<file path="config.mk">
export PLATFORM = sky130hd
export DESIGN_NAME = button_debouncer
export DESIGN_NICKNAME = d
export VERILOG_FILES = /design/src/rtl/button_debouncer_pkg.sv /design/src/rtl/sync_2ff.sv /design/src/rtl/button_debouncer.sv
export SDC_FILE = /design/constraint.sdc
export NUM_CORES = 1
export LEC_CHECK = 0
export ABC_AREA = 1
export CAP_MARGIN = 5
export CORE_MARGIN = 4
export CORE_UTILIZATION = 56
export CTS_CLUSTER_DIAMETER = 60
export DETAILED_ROUTE_END_ITERATION = 10
export GPL_TIMING_DRIVEN = 1
export PLACE_DENSITY = 0.76
export RECOVER_POWER = 100
export SETUP_SLACK_MARGIN = 0.4
export SLEW_MARGIN = 0
export SYNTH_ARGS = -nofsm -noshare
export SYNTH_HDL_FRONTEND = slang
export SYNTH_SLANG_ARGS = --single-unit
</file>
<file path="constraint.sdc">
create_clock -name clk50mhz -period 1.6 [get_ports clk50mhz]
set_input_delay 0.32 -clock clk50mhz [delete_from_list [all_inputs] [get_ports clk50mhz]]
set_output_delay 0.32 -clock clk50mhz [all_outputs]
set_load 0.01 [all_outputs]
</file>
<file path="src/rtl/button_debouncer_pkg.sv">
// Shared CQTV push-button definitions: debouncer state encoding and default
// limits, visible to downstream mode/pattern logic.
package button_debouncer_pkg;

  typedef enum logic [1:0] {
    ST_RELEASED        = 2'd0,
    ST_PRESS_PENDING   = 2'd1,
    ST_PRESSED         = 2'd2,
    ST_RELEASE_PENDING = 2'd3
  } db_state_e;

  localparam int DEF_DEBOUNCE_CYCLES   = 1_000_000;   // 20 ms at 50 MHz
  localparam int DEF_LONG_PRESS_CYCLES = 50_000_000;  // 1 s at 50 MHz

endpackage

</file>
<file path="src/rtl/sync_2ff.sv">
// Two-flop synchroniser for asynchronous board inputs; reset value chosen per input.
module sync_2ff #(
  parameter bit RST_VAL = 1'b0
) (
  input  logic clk50mhz,
  input  logic reset,
  input  logic d,
  output logic q
);

  logic meta;

  always_ff @(posedge clk50mhz or posedge reset) begin
    if (reset) begin
      meta <= RST_VAL;
      q    <= RST_VAL;
    end else begin
      meta <= d;
      q    <= meta;
    end
  end

endmodule

</file>
<file path="src/rtl/button_debouncer.sv">
// Push-button conditioner: synchronise, debounce by consecutive-sample count,
// then emit a clean level, press/release/long-press pulses and a press toggle.
module button_debouncer
  import button_debouncer_pkg::*;
#(
  parameter int DEBOUNCE_CYCLES   = DEF_DEBOUNCE_CYCLES,
  parameter int LONG_PRESS_CYCLES = DEF_LONG_PRESS_CYCLES,
  parameter bit ACTIVE_LOW        = 1'b1
) (
  input  logic clk50mhz,
  input  logic reset,
  input  logic button_raw,
  output logic button,
  output logic press,
  output logic release_pulse,  // 'release' is a reserved word
  output logic long_press,
  output logic toggle
);

  localparam int DW = $clog2(DEBOUNCE_CYCLES + 1);
  localparam int HW = $clog2(LONG_PRESS_CYCLES + 1);
  localparam logic [DW-1:0] DB_LAST   = DW'(DEBOUNCE_CYCLES - 1);
  localparam logic [HW-1:0] HOLD_LAST = HW'(LONG_PRESS_CYCLES - 1);
  localparam logic [HW-1:0] HOLD_MAX  = HW'(LONG_PRESS_CYCLES);

  db_state_e     state;
  logic [DW-1:0] db_cnt;
  logic [HW-1:0] hold_cnt;
  logic          sync;
  logic          rel_accept;
  logic          hold_run;

  sync_2ff #(.RST_VAL(1'b0)) u_sync (
    .clk50mhz (clk50mhz),
    .reset    (reset),
    .d        (button_raw ^ ACTIVE_LOW),
    .q        (sync)
  );

  // The hold counter stops on the release-acceptance edge so long_press can
  // never coincide with release_pulse.
  assign rel_accept = (state == ST_RELEASE_PENDING) && !sync && (db_cnt == DB_LAST);
  assign hold_run   = ((state == ST_PRESSED) || (state == ST_RELEASE_PENDING)) &&
                      !rel_accept && (hold_cnt != HOLD_MAX);

  always_ff @(posedge clk50mhz or posedge reset) begin
    if (reset) begin
      state         <= ST_RELEASED;
      db_cnt        <= '0;
      hold_cnt      <= '0;
      button        <= 1'b0;
      press         <= 1'b0;
      release_pulse <= 1'b0;
      long_press    <= 1'b0;
      toggle        <= 1'b0;
    end else begin
      press         <= 1'b0;
      release_pulse <= 1'b0;
      long_press    <= 1'b0;

      unique case (state)
        ST_RELEASED:
          if (sync) begin
            state  <= ST_PRESS_PENDING;
            db_cnt <= DW'(1);
          end
        ST_PRESS_PENDING:
          if (!sync) begin
            state  <= ST_RELEASED;
            db_cnt <= '0;
          end else if (db_cnt == DB_LAST) begin
            state    <= ST_PRESSED;
            db_cnt   <= '0;
            hold_cnt <= '0;
            button   <= 1'b1;
            press    <= 1'b1;
            toggle   <= ~toggle;
          end else begin
            db_cnt <= db_cnt + DW'(1);
          end
        ST_PRESSED:
          if (!sync) begin
            state  <= ST_RELEASE_PENDING;
            db_cnt <= DW'(1);
          end
        ST_RELEASE_PENDING:
          if (sync) begin
            state  <= ST_PRESSED;
            db_cnt <= '0;
          end else if (rel_accept) begin
            state         <= ST_RELEASED;
            db_cnt        <= '0;
            button        <= 1'b0;
            release_pulse <= 1'b1;
          end else begin
            db_cnt <= db_cnt + DW'(1);
          end
        default: state <= ST_RELEASED;
      endcase

      if (hold_run) begin
        hold_cnt   <= hold_cnt + HW'(1);
        long_press <= (hold_cnt == HOLD_LAST);
      end
    end
  end

endmodule

</file>
==> results.toml <==
[synthesis]
synth-xor-area-share_pct = 5.50
synth_cells = 537
synthArstFlopShare_pct = 100
yosys.area_share.adder_pct = 1.03
synth_mux_area_share_pct = 0
synth.cell_area_mm2 = 0.00366
synth_cell_type_count = 32
yosysSeqAreaShare_pct = 37.6
synth_edf_count = 0
synth-seq-cells = 55
synth_top_family_by_area = "simple AND/OR/NAND/NOR gates"
synth-main-ff-cell = "dfrtp_1"
synthSimpleGateAreaFrac_pct = 43.8
synth_nets = 543
syn-mean-instance-area_um2 = 6.82
synth_compound_area_share_pct = 2.74
ys_warn_count = 0

[critical_path]
cp-start-kind = "flip-flop"
endpoint_kind = "flip-flop"
critPathCapture = "hold_cnt[3]"
arrival_ps = 1990
r2r-end = "hold_cnt[3]"
worstPathMaxFanout = 6
crit_required_ps = 1860
reg2reg_from = "hold_cnt[9]"
path_class = "flip-flop to flip-flop"
startpoint = "hold_cnt[9]"
reg2regPathDepth = 9
reg2reg_slack_ps = -130

[timing]
finalHoldViolations = 0
finalCritPeriodShare_pct = 108
rsz0062_at_grt = "true"
slew_headroom_pct = 60.5
fmax_mhz = 578
max_slew.worst_pin.slew_ps = 590
finalSetupViolCount = 38
slew_viol_final = 0
period_minus_slack_ps = 1730
finClkSkew_ps = 9.31
fin_ws_ps = -131
fin_hold_ws_ps = 372

[global_routing]
grt_pass1_vias = 3521
grt_overflow_total = 0
grt_use_total_pct = 26.6
grt_pass1_wl_um = 16500
grt_max_degree = 30
antenna_found_initial = 0

[detailed_routing]
wl_um = 11000
ant_nets = 0
route.detailed.drc = 0
drt-initial-drc-count = 459
post_drt_wl_per_cell_um = 15.8
avgViaCountPerCell = 5.73
drtPass1Iterations = 7
vias = 3971

[clocking]
htreeDepth = 2
clkLatencyLatePin_ps = 320
cts_sinks = 55
holdBufCountCts = 0
root_buffer = "clkbuf_8"
max-clock-path-buffers = 2
clkTransAtPathRegs_ps = 100
cts_tree = "yes"
cts_buffers = 5

[floorplan]
die_x_um = 88.8
io_pins = 8
start_util_pct = 57.6
die-area_mm2 = 0.00789
core_mm2 = 0.00635
rows = 29
die_y_um = 88.8

[outcome]
violations = "negative setup slack"
status = "finished, violations left"

[cells_and_area]
final_util_pct = 76.3
final_common_cell = "nand2_1"
diodes = 0
drive_gt1_share_pct = 30.8
nets = 621
areaGrowthSynthToFinish_pct = 32.4
mostFrequentLayoutCells = "nand2_1 (186), buf_4 (62), inv_1 (51), nor2_1 (51), dfrtp_1 (50)"
fillCellCount = 436

[power]
power.leakage_nw = 2.34
vdd_ir_drop_max_v = 0.000841
power.density_mw_per_mm2 = 912

[min_path]
hp-class = "flip-flop to flip-flop"
min_from = "u_sync.meta"

[flow_run]
cap_violations = 0

[place]
hpwlAfterDp_um = 6780
port_buffers = 7
gp_congestion = 0.970
-- cell type report --
| type | count | area (um^2) | share of cell area, % |
|---|---|---|---|
| well taps | 77 | 96.3 | 1.99 |
| multi-input cells | 408 | 2330 | 48.0 |
| repair buffers | 82 | 712 | 14.7 |
| clock inverters | 1 | 5.00 | 0.103 |
| flip-flops and latches | 55 | 1380 | 28.5 |
| clock buffers | 7 | 76.3 | 1.57 |
| inverters | 63 | 248 | 5.11 |
-- worst max-delay path, cell delays in order (launching register included) --
cell       delay [ps]
dfrtp_1           450
nor2_1            190
nand2_1           120
nor2_2            170
nand3_2           130
buf_6             140
nand3_4           160
clkbuf_16         180
nand3_1            60
nand2_1            60
-- Yosys cell counts, types with 3 or more instances --
library cell / number / area, um^2
ha_1: 3 / 37.5
nor2_1: 71 / 267
xor2_1: 18 / 158
buf_6: 5 / 56.3
o21ai_0: 8 / 40.0
nand3_2: 9 / 90.1
nor2_2: 9 / 56.3
nor3_1: 5 / 25.0
inv_1: 61 / 229
nand2_1: 196 / 736
xnor2_1: 5 / 43.8
nand3_1: 54 / 270
o22ai_1: 6 / 37.5
nand4_1: 7 / 43.8
dfrtp_1: 55 / 1380
-- metrics by stage --
stage               power, mW  setup WS [ps]  TNS (ps)  cells  cell area (um^2)
floorplan                2.49           74.7         0    537              3770
global placement         2.88          -70.4     -1400    662              4280
detailed placement       2.94          -99.9     -2090    662              4280
CTS                      4.04           16.5         0    682              4600
global route             4.63           -195     -6510    693              4850
finish                   4.42           -131     -3600    693              4850
-- sequential cells by signal, indices dropped and copies added, names as in the netlist, named ones only --
| name | count |
|---|---|
| long_press | 1 |
| toggle | 1 |
| db_cnt | 20 |
| release_pulse | 1 |
| u_sync.q | 1 |
| button | 1 |
| u_sync.meta | 1 |
| state | 1 |
| press | 1 |
| hold_cnt | 26 |
-- worst min-delay path by stage --
stage	to	slack (ps)	depth (start not counted)
6_report	u_sync.q	370	0
3_5_place_dp	u_sync.q	350	0
5_1_grt	u_sync.q	380	0
2_1_floorplan	u_sync.q	330	0
4_1_cts	db_cnt[9]	340	2
3_3_place_gp	u_sync.q	330	0
-- what timing repair did --
item,CTS,global route
resized for setup,64,48
pin swaps,6,16
setup endpoints to repair,58,54
setup buffers,10,10
cloned,2,1
-- power breakdown --
group | internal [mW] | switching, mW
Sequential | 1.51 | 0.168
Combinational | 0.876 | 1.10
Clock | 0.309 | 0.463
-- per-layer routing --
metal  wire length [um]  global-route usage (%)  up-vias
li1                   -                       -     1830
met4                415                    8.10        0
met3                923                    5.59       68
met1               4610                    37.9     1826
met5                  0                       0        -
met2               5010                    40.4      247
-- logic make-up (layout without fill, tap and decap cells) --
group	count (synthesis)	in the layout
compound gates	18	18
xor+xnor	23	23
fa+ha+maj	3	3
buf+inv	75	153
flops	55	55
simple gates	363	364
No activity file was read; power rests on OpenSTA's default activity.
==> edit (config.mk and constraints unchanged) <==
Set the package constant `DEF_DEBOUNCE_CYCLES` to 500_000 (it was 1_000_000).
--- a/src/rtl/button_debouncer_pkg.sv
+++ b/src/rtl/button_debouncer_pkg.sv
@@ -11,3 +11,3 @@
 
-  localparam int DEF_DEBOUNCE_CYCLES   = 1_000_000;   // 20 ms at 50 MHz
+  localparam int DEF_DEBOUNCE_CYCLES   = 500_000;   // 20 ms at 50 MHz
   localparam int DEF_LONG_PRESS_CYCLES = 50_000_000;  // 1 s at 50 MHz
Behaviour: no difference found for any inputs over 10 cycles, from zero or initial values and one cycle with reset high; that may be too few to reach the edited logic, so the function may still have changed.
==> edit against the unedited design <==
- the run still ends with setup timing left
- power increased by 3.0%
- non-clock buffer count increased by 10
- hold slack got worse by 0.011 ns
- final cell count decreased by 2.3%
- fmax increased by 1.5%
- final area decreased by 4.4%
- wire length decreased by 5.2%
- area after synthesis decreased by 3.9%
- clock skew increased by 0.0016 ns
- count of clock-buffer cells in the layout unchanged
- sequential cell count decreased by 1
- worst setup slack improved by 0.026 ns
- first-iteration DRC count decreased by 2.2%
- largest cell class unchanged
==> edit: results (changes against the unedited design) <==
stage	metric	value	unit	change
outcome	outcome	finished with violations		
outcome	violated_checks	setup timing		
finish	comb.multi_input.count	388		-4.9%
worst_setup_path	rr_endpoint	hold_cnt[11]$_DFFE_PP0P_		
global_route	grt_pass1_vias	3503		-0.51%
finish	proportion_of_cell_area_occupied_by_multi_input_gates	44.2	%	-3.8 points
logic_synthesis	synthesized_netlist_net_count	517		-4.8%
finish	seq_share	29.2	%	+0.72 points
finish	nonClkBufAreaFrac	17.3	%	+2.6 points
hold_path	hold_start	u_sync.meta$_DFF_PP0_		
worst_setup_path	cp.arrival	1.97	ns	-0.02 ns
logic_synthesis	avgSynthCellArea	6.88	µm²	+0.96%
placement	post-place-cells	651		-1.7%
timing	timing.max_slew.rel_slack	61.1	%	+0.65 points
worst_setup_path	critPathMaxFanout	5		-1
hold_path	worstHoldPathType	flop to flop		
power_and_ir_drop	clkPwrFrac	20.7	%	+3.2 points
timing	layout_setup_ws	-0.104	ns	+0.0264 ns
timing	timing.final.setup_violations	28		-26%
global_route	wire_length_of_the_first_global_routing_pass	16.3	mm	-1.1%
finish	clk_share	2.29	%	+0.62 points
finish	non_clock_inverter_count	60		-4.8%
logic_synthesis	yosys.area_share.adder	1.07	%	+0.042 points
power_and_ir_drop	pwr-share-seq	35.5	%	-2.4 points
global_route	global_route.usage.total	27.1	%	+0.54 points
drt	number_of_drc_violations_after_detailed_routing_iteration_0	449		-2.2%
power_and_ir_drop	power.share.switching	37.3	%	-1.8 points
logic_synthesis	post_synth_most_frequent_cells	sky130_fd_sc_hd__nand2_1, sky130_fd_sc_hd__nor2_1, sky130_fd_sc_hd__inv_1		
timing	final.hold.worst_slack	0.361	ns	-0.0112 ns
finish	nNonClkBuffers	92		+12%
placement	detailedPlacementHpwl	6.76	mm	-0.36%
worst_setup_path	cp_slowest_cell	sky130_fd_sc_hd__dfrtp_1		
power_and_ir_drop	maximum_vdd_drop	947	µV	+12%
cts	tritoncts_num_sinks	54		-1.8%
drt	wl	10.4	mm	-5.2%
timing	finalSetupTns	-2.09	ns	+1.51 ns
worst_setup_path	worst_setup_path_startpoint	db_cnt[14]$_DFFE_PP0P_		
drt	dr.pass1.iters	5		-2
power_and_ir_drop	report.power.total	4.55	mW	+3.0%
drt	viasPerCell	5.53		-3.4%
placement	replace_congestion	1.01		+4.0%
worst_setup_path	critical_path.max_stage_delay	0.41	ns	-0.04 ns
worst_setup_path	worst_r2r_path_depth	11		+2
cts	cts.htree.levels	2		unchanged
power_and_ir_drop	power_leakage	2.28	nW	-2.7%
finish	nFillCells	412		-5.5%
placement	placed_instance_area	4250	µm²	-0.67%
timing	finalClockSkew	0.0109	ns	+0.00155 ns
logic_synthesis	yosys.cell_types.count	30		-6.3%
placement	preCtsSetupSlack	-0.158	ns	-0.0584 ns
finish	synthToLayoutAreaGrowth	31.8	%	
finish	final_cell_count_without_fillers	677		-2.3%
logic_synthesis	synth-xor-area-share	5.48	%	-0.024 points
finish	drive_gt1_share	26.1	%	-4.8 points
finish	largest_registers	hold_cnt: 26 flops, db_cnt: 19 flops		
==> edit: cell count changes in the layout (fill, tap and decap cells not counted), moves of 6 or more <==
cell	delta
sky130_fd_sc_hd__nand3_2	-6
sky130_fd_sc_hd__nor2_2	-11
sky130_fd_sc_hd__inv_2	-7
sky130_fd_sc_hd__nor2_4	-6
sky130_fd_sc_hd__nor2_1	+9
sky130_fd_sc_hd__buf_4	+10
==> edit: per-layer routing <==
metal  global-route usage (%)  part of all wire (%)  vias up
met4                     8.09                   3.0        0
met1                     39.9                    44     1729
li1                         -                     -     1774
met5                        0                     0        -
met2                     40.3                    43      201
met3                     5.39                    10       42
==> edit: what timing repair did <==
| action | 4_1_cts | 5_1_grt |
|---|---|---|
| pin swaps | 5 | 11 |
| gates cloned | 2 | 3 |
| buffers inserted | 8 | 5 |
| resized for setup | 35 | 25 |
| endpoints found under the setup margin | 57 | 53 |
